$ cat config.mk
export PLATFORM = sky130hd
export DESIGN_NAME = mem_port_arbiter
export DESIGN_NICKNAME = d
export VERILOG_FILES = /design/src/rtl/mem_arb_pkg.sv /design/src/rtl/mem_arb_streak_ctr.sv /design/src/rtl/mem_port_arbiter.sv
export SDC_FILE = /design/constraint.sdc
export NUM_CORES = 1
export LEC_CHECK = 0
export CAP_MARGIN = 20
export CORE_AREA = 8 8 128 130
export DETAILED_ROUTE_END_ITERATION = 6
export DIE_AREA = 0 0 136 138
export GPL_TIMING_DRIVEN = 0
export PLACE_DENSITY_LB_ADDON = 0.08
export SETUP_SLACK_MARGIN = 0.5
export SLEW_MARGIN = 20
export SYNTH_ARGS = -nofsm -noshare
export SYNTH_HDL_FRONTEND = slang
export SYNTH_HIERARCHICAL = 1
export SYNTH_SLANG_ARGS = --single-unit
$ cat constraint.sdc
create_clock -name CLK -period 5.3 [get_ports CLK]
set_input_delay 0.795 -clock CLK [delete_from_list [all_inputs] [get_ports CLK]]
set_output_delay 0.795 -clock CLK [all_outputs]
set_load 0.02 [all_outputs]
$ cat src/rtl/mem_arb_pkg.sv
// Shared types for the unified memory-port arbiter: FSM states, port owner and op encodings.
package mem_arb_pkg;

  typedef enum logic [1:0] {
    IDLE    = 2'd0,
    GRANT_I = 2'd1,
    GRANT_D = 2'd2,
    RESP    = 2'd3
  } state_t;

  typedef enum logic {
    OWN_I = 1'b0,
    OWN_D = 1'b1
  } owner_t;

  typedef enum logic {
    OP_RD = 1'b0,
    OP_WR = 1'b1
  } op_t;

  function automatic logic is_grant(input state_t s);
    return (s == GRANT_I) || (s == GRANT_D);
  endfunction

endpackage

$ cat src/rtl/mem_arb_streak_ctr.sv
// Saturating count of consecutive data grants taken while fetch was waiting.
module mem_arb_streak_ctr #(
  parameter int MAX = 4
) (
  input  logic clk,
  input  logic rst,
  input  logic inc,
  input  logic clr,
  output logic at_max
);

  localparam int CW = (MAX < 1) ? 1 : $clog2(MAX + 1);

  logic [CW-1:0] count_r;

  // Count up to MAX and stick there; clear has priority over increment.
  always_ff @(posedge clk or posedge rst) begin
    if (rst) begin
      count_r <= CW'(0);
    end else if (clr) begin
      count_r <= CW'(0);
    end else if (inc && !at_max) begin
      count_r <= count_r + CW'(1);
    end
  end

  assign at_max = (count_r == CW'(MAX));

endmodule

$ cat src/rtl/mem_port_arbiter.sv
// Arbitrates one unified memory port between instruction fetch and data access.
// Optional fetch starvation guard: define ARB_STARVE_GUARD_EN.
module mem_port_arbiter
  import mem_arb_pkg::*;
#(
  parameter int ADDR_WIDTH   = 32,
  parameter int DATA_WIDTH   = 32,
  parameter int MAX_D_STREAK = 4
) (
  input  logic                  CLK,
  input  logic                  RESET,
  input  logic                  I_READ,
  input  logic [ADDR_WIDTH-1:0] I_ADDR,
  output logic [DATA_WIDTH-1:0] I_READDATA,
  output logic                  I_BUSYWAIT,
  input  logic                  D_READ,
  input  logic                  D_WRITE,
  input  logic [ADDR_WIDTH-1:0] D_ADDR,
  input  logic [DATA_WIDTH-1:0] D_WRITEDATA,
  output logic [DATA_WIDTH-1:0] D_READDATA,
  output logic                  D_BUSYWAIT,
  output logic                  PORT_READ,
  output logic                  PORT_WRITE,
  output logic [ADDR_WIDTH-1:0] PORT_ADDR,
  output logic [DATA_WIDTH-1:0] PORT_WRITEDATA,
  input  logic [DATA_WIDTH-1:0] PORT_READDATA,
  input  logic                  PORT_BUSYWAIT
);

  state_t                state_r, state_nxt_s;
  owner_t                owner_r;
  op_t                   op_r;
  logic [ADDR_WIDTH-1:0] addr_r;
  logic [DATA_WIDTH-1:0] wdata_r, i_rdata_r, d_rdata_r;
  logic                  done_i_r, done_d_r;
  logic                  i_req_s, d_req_s, pick_d_s, complete_s, streak_at_max_s;
  logic                  port_read_s, port_write_s;

  assign i_req_s    = I_READ;
  assign d_req_s    = D_READ | D_WRITE;
  assign pick_d_s   = d_req_s & ~(i_req_s & streak_at_max_s);
  assign complete_s = is_grant(state_r) & ~PORT_BUSYWAIT;

`ifdef ARB_STARVE_GUARD_EN
  logic enter_d_s, enter_i_s;
  assign enter_d_s = (state_r == IDLE) & pick_d_s;
  assign enter_i_s = (state_r == IDLE) & ~pick_d_s & i_req_s;

  mem_arb_streak_ctr #(.MAX(MAX_D_STREAK)) u_streak (
    .clk    (CLK),
    .rst    (RESET),
    .inc    (enter_d_s & i_req_s),
    .clr    (enter_i_s | (enter_d_s & ~i_req_s)),
    .at_max (streak_at_max_s)
  );
`else
  // Strict data priority: the streak limit can never be reached.
  assign streak_at_max_s = (MAX_D_STREAK < 32'sd0);
`endif

  // State register.
  always_ff @(posedge CLK or posedge RESET) begin
    if (RESET) state_r <= IDLE;
    else       state_r <= state_nxt_s;
  end

  // Next state; RESP never arbitrates so a held request is not re-granted stale.
  always_comb begin
    state_nxt_s = state_r;
    case (state_r)
      IDLE: begin
        if (pick_d_s)     state_nxt_s = GRANT_D;
        else if (i_req_s) state_nxt_s = GRANT_I;
        else              state_nxt_s = IDLE;
      end
      GRANT_I, GRANT_D: begin
        if (!PORT_BUSYWAIT) state_nxt_s = RESP;
        else                state_nxt_s = state_r;
      end
      RESP:    state_nxt_s = IDLE;
      default: state_nxt_s = IDLE;
    endcase
  end

  // Latch the winner's request so the port stays stable for the whole grant.
  always_ff @(posedge CLK or posedge RESET) begin
    if (RESET) begin
      owner_r <= OWN_I;
      op_r    <= OP_RD;
      addr_r  <= {ADDR_WIDTH{1'b0}};
      wdata_r <= {DATA_WIDTH{1'b0}};
    end else if ((state_r == IDLE) && pick_d_s) begin
      owner_r <= OWN_D;
      op_r    <= D_WRITE ? OP_WR : OP_RD;
      addr_r  <= D_ADDR;
      wdata_r <= D_WRITEDATA;
    end else if ((state_r == IDLE) && i_req_s) begin
      owner_r <= OWN_I;
      op_r    <= OP_RD;
      addr_r  <= I_ADDR;
      wdata_r <= {DATA_WIDTH{1'b0}};
    end
  end

  // Capture read data and raise the owner's one-cycle done flag on completion.
  always_ff @(posedge CLK or posedge RESET) begin
    if (RESET) begin
      i_rdata_r <= {DATA_WIDTH{1'b0}};
      d_rdata_r <= {DATA_WIDTH{1'b0}};
      done_i_r  <= 1'b0;
      done_d_r  <= 1'b0;
    end else begin
      done_i_r <= complete_s & (owner_r == OWN_I);
      done_d_r <= complete_s & (owner_r == OWN_D);
      if (complete_s && (op_r == OP_RD) && (owner_r == OWN_I)) i_rdata_r <= PORT_READDATA;
      if (complete_s && (op_r == OP_RD) && (owner_r == OWN_D)) d_rdata_r <= PORT_READDATA;
    end
  end

  // Port strobes decoded from the registered state and latched op.
  always_comb begin
    port_read_s  = 1'b0;
    port_write_s = 1'b0;
    if (is_grant(state_r)) begin
      port_read_s  = (op_r == OP_RD);
      port_write_s = (op_r == OP_WR);
    end else begin
      port_read_s  = 1'b0;
      port_write_s = 1'b0;
    end
  end

  assign PORT_READ      = port_read_s;
  assign PORT_WRITE     = port_write_s;
  assign PORT_ADDR      = addr_r;
  assign PORT_WRITEDATA = wdata_r;
  assign I_READDATA     = i_rdata_r;
  assign D_READDATA     = d_rdata_r;
  assign I_BUSYWAIT     = i_req_s & ~done_i_r;
  assign D_BUSYWAIT     = d_req_s & ~done_d_r;

endmodule

# Yosys cells after proc, flatten, opt, wreduce, memory -nomap -nowiden
# Cells that the tools add are included.
# totals
mem_count	0
ram_bits	0
input_bits	134
ff_bits	134
latchBits	0
output_inout_bits	132
elab_cells	47
rom_bits	0
# op_classes
order_cmp	0
n_div	0
add_sub_neg	0
muxes	14
bitwise	11
multipliers	0
reduce_logical	9
n_shift	0
eq_ne	4
# ops
cell	n
two-way mux 32 bit	4
two-way mux 1 bit	7
one-hot mux 2 bit (3 select lines)	1
AND 1 bit	5
logical AND 1 bit	5
NOT 1 bit	5
== test 2 bit (second input constant)	2
two-way mux 2 bit	2
== test 2 x 1 -> 1 bit (second input constant)	1
zero test 2 bit	1
inequality test 2 bit (second input constant)	1
nonzero test 2 bit	1
OR reduction 2 bit	1
logical OR 1 bit	1
bitwise OR 1 bit	1

# Longest topological paths before layout
# logic_depth
ltp_word	5
depth_mapped	8

# Worst setup path before layout
# No wires, ideal clock.
# synth_timing
path_type	input -> output
from	in D_READ
to	out D_BUSYWAIT
path_slack_ns	3.383
cell_stages	2
arrival_time_ns	1.122
path_cell_list	nor2_1 -> nor2_1
# synth_via
elab_chain_cells	2
# synth_lines
element	line_no	source
from (decl)	mem_port_arbiter.sv:16	input logic D_READ,
bitwise OR 1 bit	mem_port_arbiter.sv:40	assign d_req_s = D_READ | D_WRITE;
AND 1 bit	mem_port_arbiter.sv:140	assign D_BUSYWAIT = d_req_s & ~done_d_r;
to (decl)	mem_port_arbiter.sv:21	output logic D_BUSYWAIT,
# Every way passes these cells.

# Worst setup path after layout
# Same ends and word-level chain as after synthesis.

==> results.md <==
- Crit Path Class: in2out
- Area Overhead vs Synth: 60.2%
- Post-synthesis sequential area ratio: 58.7%
- Min Hold Slack: 0.495 ns
- Die Area: between 15000 and 20000 µm²
- Buf/Inv on CP: 2
- Slowest stage cell, crit path: clkdlybuf4s50_1
- Placer Congestion: around 0.75
- Synth top area share: 58.7%
- Synth Instances: 447
- Max FO, Critical Path: 5
- Worst path cell trace: clkdlybuf4s50_1 > nor2_1 > nor2_1 > clkdlybuf4s50_1
- Sink Count: 134
- Max Clock Skew: 0.00504 ns
- IO buf count: 265
- Layout cell share with drive strength beyond 1: about 16%
- CORE AREA: 14300 µm²
- P_leak: 4.18 nW
- Residual DRC count: 0
- Top delay family on crit path: buffers and inverters
- Vias per std cell: 4.74
- Post-route setup slack: 2.32 ns
- Setup WS pre-CTS: 2.30 ns
- Ranking of synthesized cells by area: dfrtp_1 (59%), mux2_4 (16%), nand2_1 (6.6%), mux2i_1 (5.6%), o21ai_0 (2.9%)
- CTS tree: done
- Area leader, netlist: dfrtp_1
- Switching share of power: 37.0%
- Data arrival, critical path: between 2 and 2.5 ns
- Mean Syn Cell Area: between 10 and 15 µm²
- Hold buffers post-CTS: 0
- Worst Hold Class: reg2reg
- CTS clock-pin slew for the worst setup and hold paths: 0.06 ns
- Final net count: 867
- Tcrit/Tclk final: 56.2%
- Crit-path max cell delay: between 0.6 and 0.7 ns
- Synth cell count leaders: dfrtp_1 (134), nand2_1 (100), mux2_4 (60), o21ai_0 (33)
- ANT cells: 0
- Crit start category: primary input
- Syn_nets: roughly 580
- Buffer count from post-CTS setup fixing: 0
- Antenna Nets Post-Route: 0
- Clock buffer depth: 2
- Worst vdd ir: 298 µV
- Vias: ~4400
- Final number of hold-violating endpoints: 0
- First-pass GRT wire length: 27100 µm
- Number of library cell types mapped by synthesis: 30
- Relative slew margins: 69.9%
- Post-synth ARST share: 100%
- Starting density of the core: 39.9%
- TNS Setup: 0 ns
- Total track usage: 18.5%
- Ports: 266
- Most frequent cell after synthesis: dfrtp_1
- DIE HEIGHT: 138 µm
- Std cell rows: 44
- Status: finished, final reports clean
- H-tree levels: 4
- CTS Root Cell: clkbuf_16
- Comb power frac: 52.0%
- Warnings, synthesis: 6
- Post-synth EDFFs: 0
- FMAX: 335 MHz
- Clock Latency Late Sink: 0.41 ns
- Max-cap violations: 0
- Clock share of power: 17.6%
- Switching power: around 2.2 mW
- Final HPWL DP: approximately 13000 µm
- Die X: 136 µm
- Largest net degree at the start of global routing: 93
- Finished Layout Cells: 928
- DR pass1 iterations: 4
- Mapped Area: 5720 µm²
- Sequential share of power: around 30%
- Iter 0 DRT Violations: about 170
- Final Critical Period: 2.98 ns
- Placed Cells: 897
- Crit path capture type: output pin
- Overall power: 5.93 mW
- Initial antenna violation count: 0
- Endpoints failing setup: 0
- Primary FF master, synth: dfrtp_1
- Worst slew pin tran: about 0.45 ns
- Internal power: around 3.7 mW
- Routed wire length: 17200 µm
- Vias in the first global route: 4829
- Pins over their slew limit: 0
- Synth Register Bits: 134
- Unrepaired setup endpoints after global routing: false
- Wirelength per Cell: 18.6 µm
- Grt ovf: 0
- Num CTS Buffers: 17
- Flop-to-flop setup slack: 3.43 ns
- Critical path data required time: 4.51 ns
- Post-cts resize count: 0
- Pwr dens: 648 nW/µm²
==> worst reg2reg max path: cells and delay by family (launching register included) <==
family / cells / cell delay, ns
adders and majority gates: 1 / 0.37
and+or+nand+nor: 2 / 0.37
buffers and inverters: 3 / 0.36
DFF: 1 / 0.35
muxes: 1 / 0.31
==> stage by stage <==
step                      area [µm²]  util, %
after floorplan                 5720        -
after global placement          8600     60.1
after detailed placement        8630     60.3
after CTS                       9160     64.0
after global routing            9160     64.0
final                           9160     64.0
==> power groups by stage <==
stage          logic [mW]  clock network [mW]  registers, mW
6_report             3.08                1.05           1.80
2_1_floorplan        1.13                   0           2.37
4_1_cts              3.14                1.07           1.81
5_1_grt              3.29                1.12           1.87
3_5_place_dp         3.12                   0           1.81
3_3_place_gp         3.08                   0           1.79
==> layer usage <==
layer  track usage (%)  part of all wire [%]  up-vias
li1                  -                     -     2080
met1              20.9                    39     2119
met2              30.1                    49      185
met3              9.17                    11       14
met4              5.09                   1.2        0
met5                 0                     0        -
==> cell usage in the layout (no fill, tap or decap), drive strengths merged <==
master / Yosys / final
clkdlybuf4s50: 0 / 265
dfrtp: 134 / 134
nand2: 100 / 100
mux2: 64 / 64
o21ai: 34 / 34
nand3: 32 / 32
mux2i: 32 / 32
clkbuf: 12 / 30
buf: 17 / 18
clkinv: 0 / 7
clkinvlp: 0 / 5
inv: 3 / 4
nor2: 3 / 3
nor2b: 3 / 3
and3b: 1 / 1
nor3b: 1 / 1
and2b: 1 / 1
o21a: 1 / 1
and2: 1 / 1
a22o: 1 / 1
nand2b: 1 / 1
or3: 1 / 1
o221a: 1 / 1
a31oi: 1 / 1
a21oi: 1 / 1
nor3: 1 / 1
ha: 1 / 1
==> registers in the layout, indices dropped and copies added, names as in the netlist <==
signal and cells:
D_READDATA 32, I_READDATA 32, PORT_ADDR 32, PORT_WRITEDATA 32
state_r 2, done_d_r 1, done_i_r 1, op_r 1
owner_r 1
==> worst paths after layout <==
kind                               startpoint            endpoint  depth (start not counted)
min                        PORT_WRITEDATA[18]  PORT_WRITEDATA[18]                          2
min reg2reg                PORT_WRITEDATA[18]  PORT_WRITEDATA[18]                          2
max in group asynchronous               RESET  PORT_WRITEDATA[26]                          3
max                                    D_READ          D_BUSYWAIT                          4
min in group asynchronous               RESET       PORT_ADDR[19]                          2
max reg2reg                        state_r[0]       I_READDATA[8]                          7
==> kinds of logic (layout without fill, tap and decap cells) <==
logic type,after synthesis,after routing,share of synthesized area [%]
fa+ha+maj,1,1,0.219
mux,96,96,22.2
buf+inv,32,329,4.36
compound gates,39,39,3.66
flops,134,134,58.7
simple gates,145,145,10.9
==> cell type report <==
class	count	area [µm²]
inverters	3	18.8
clock inverters	13	85.1
multi-input cells	281	2110
flip-flops and latches	134	3350
clock buffers	18	439
repair buffers	266	2680
plain buffers	29	238
well taps	184	230
fillers	1134	5160
Power figures use the tool's default switching activity.
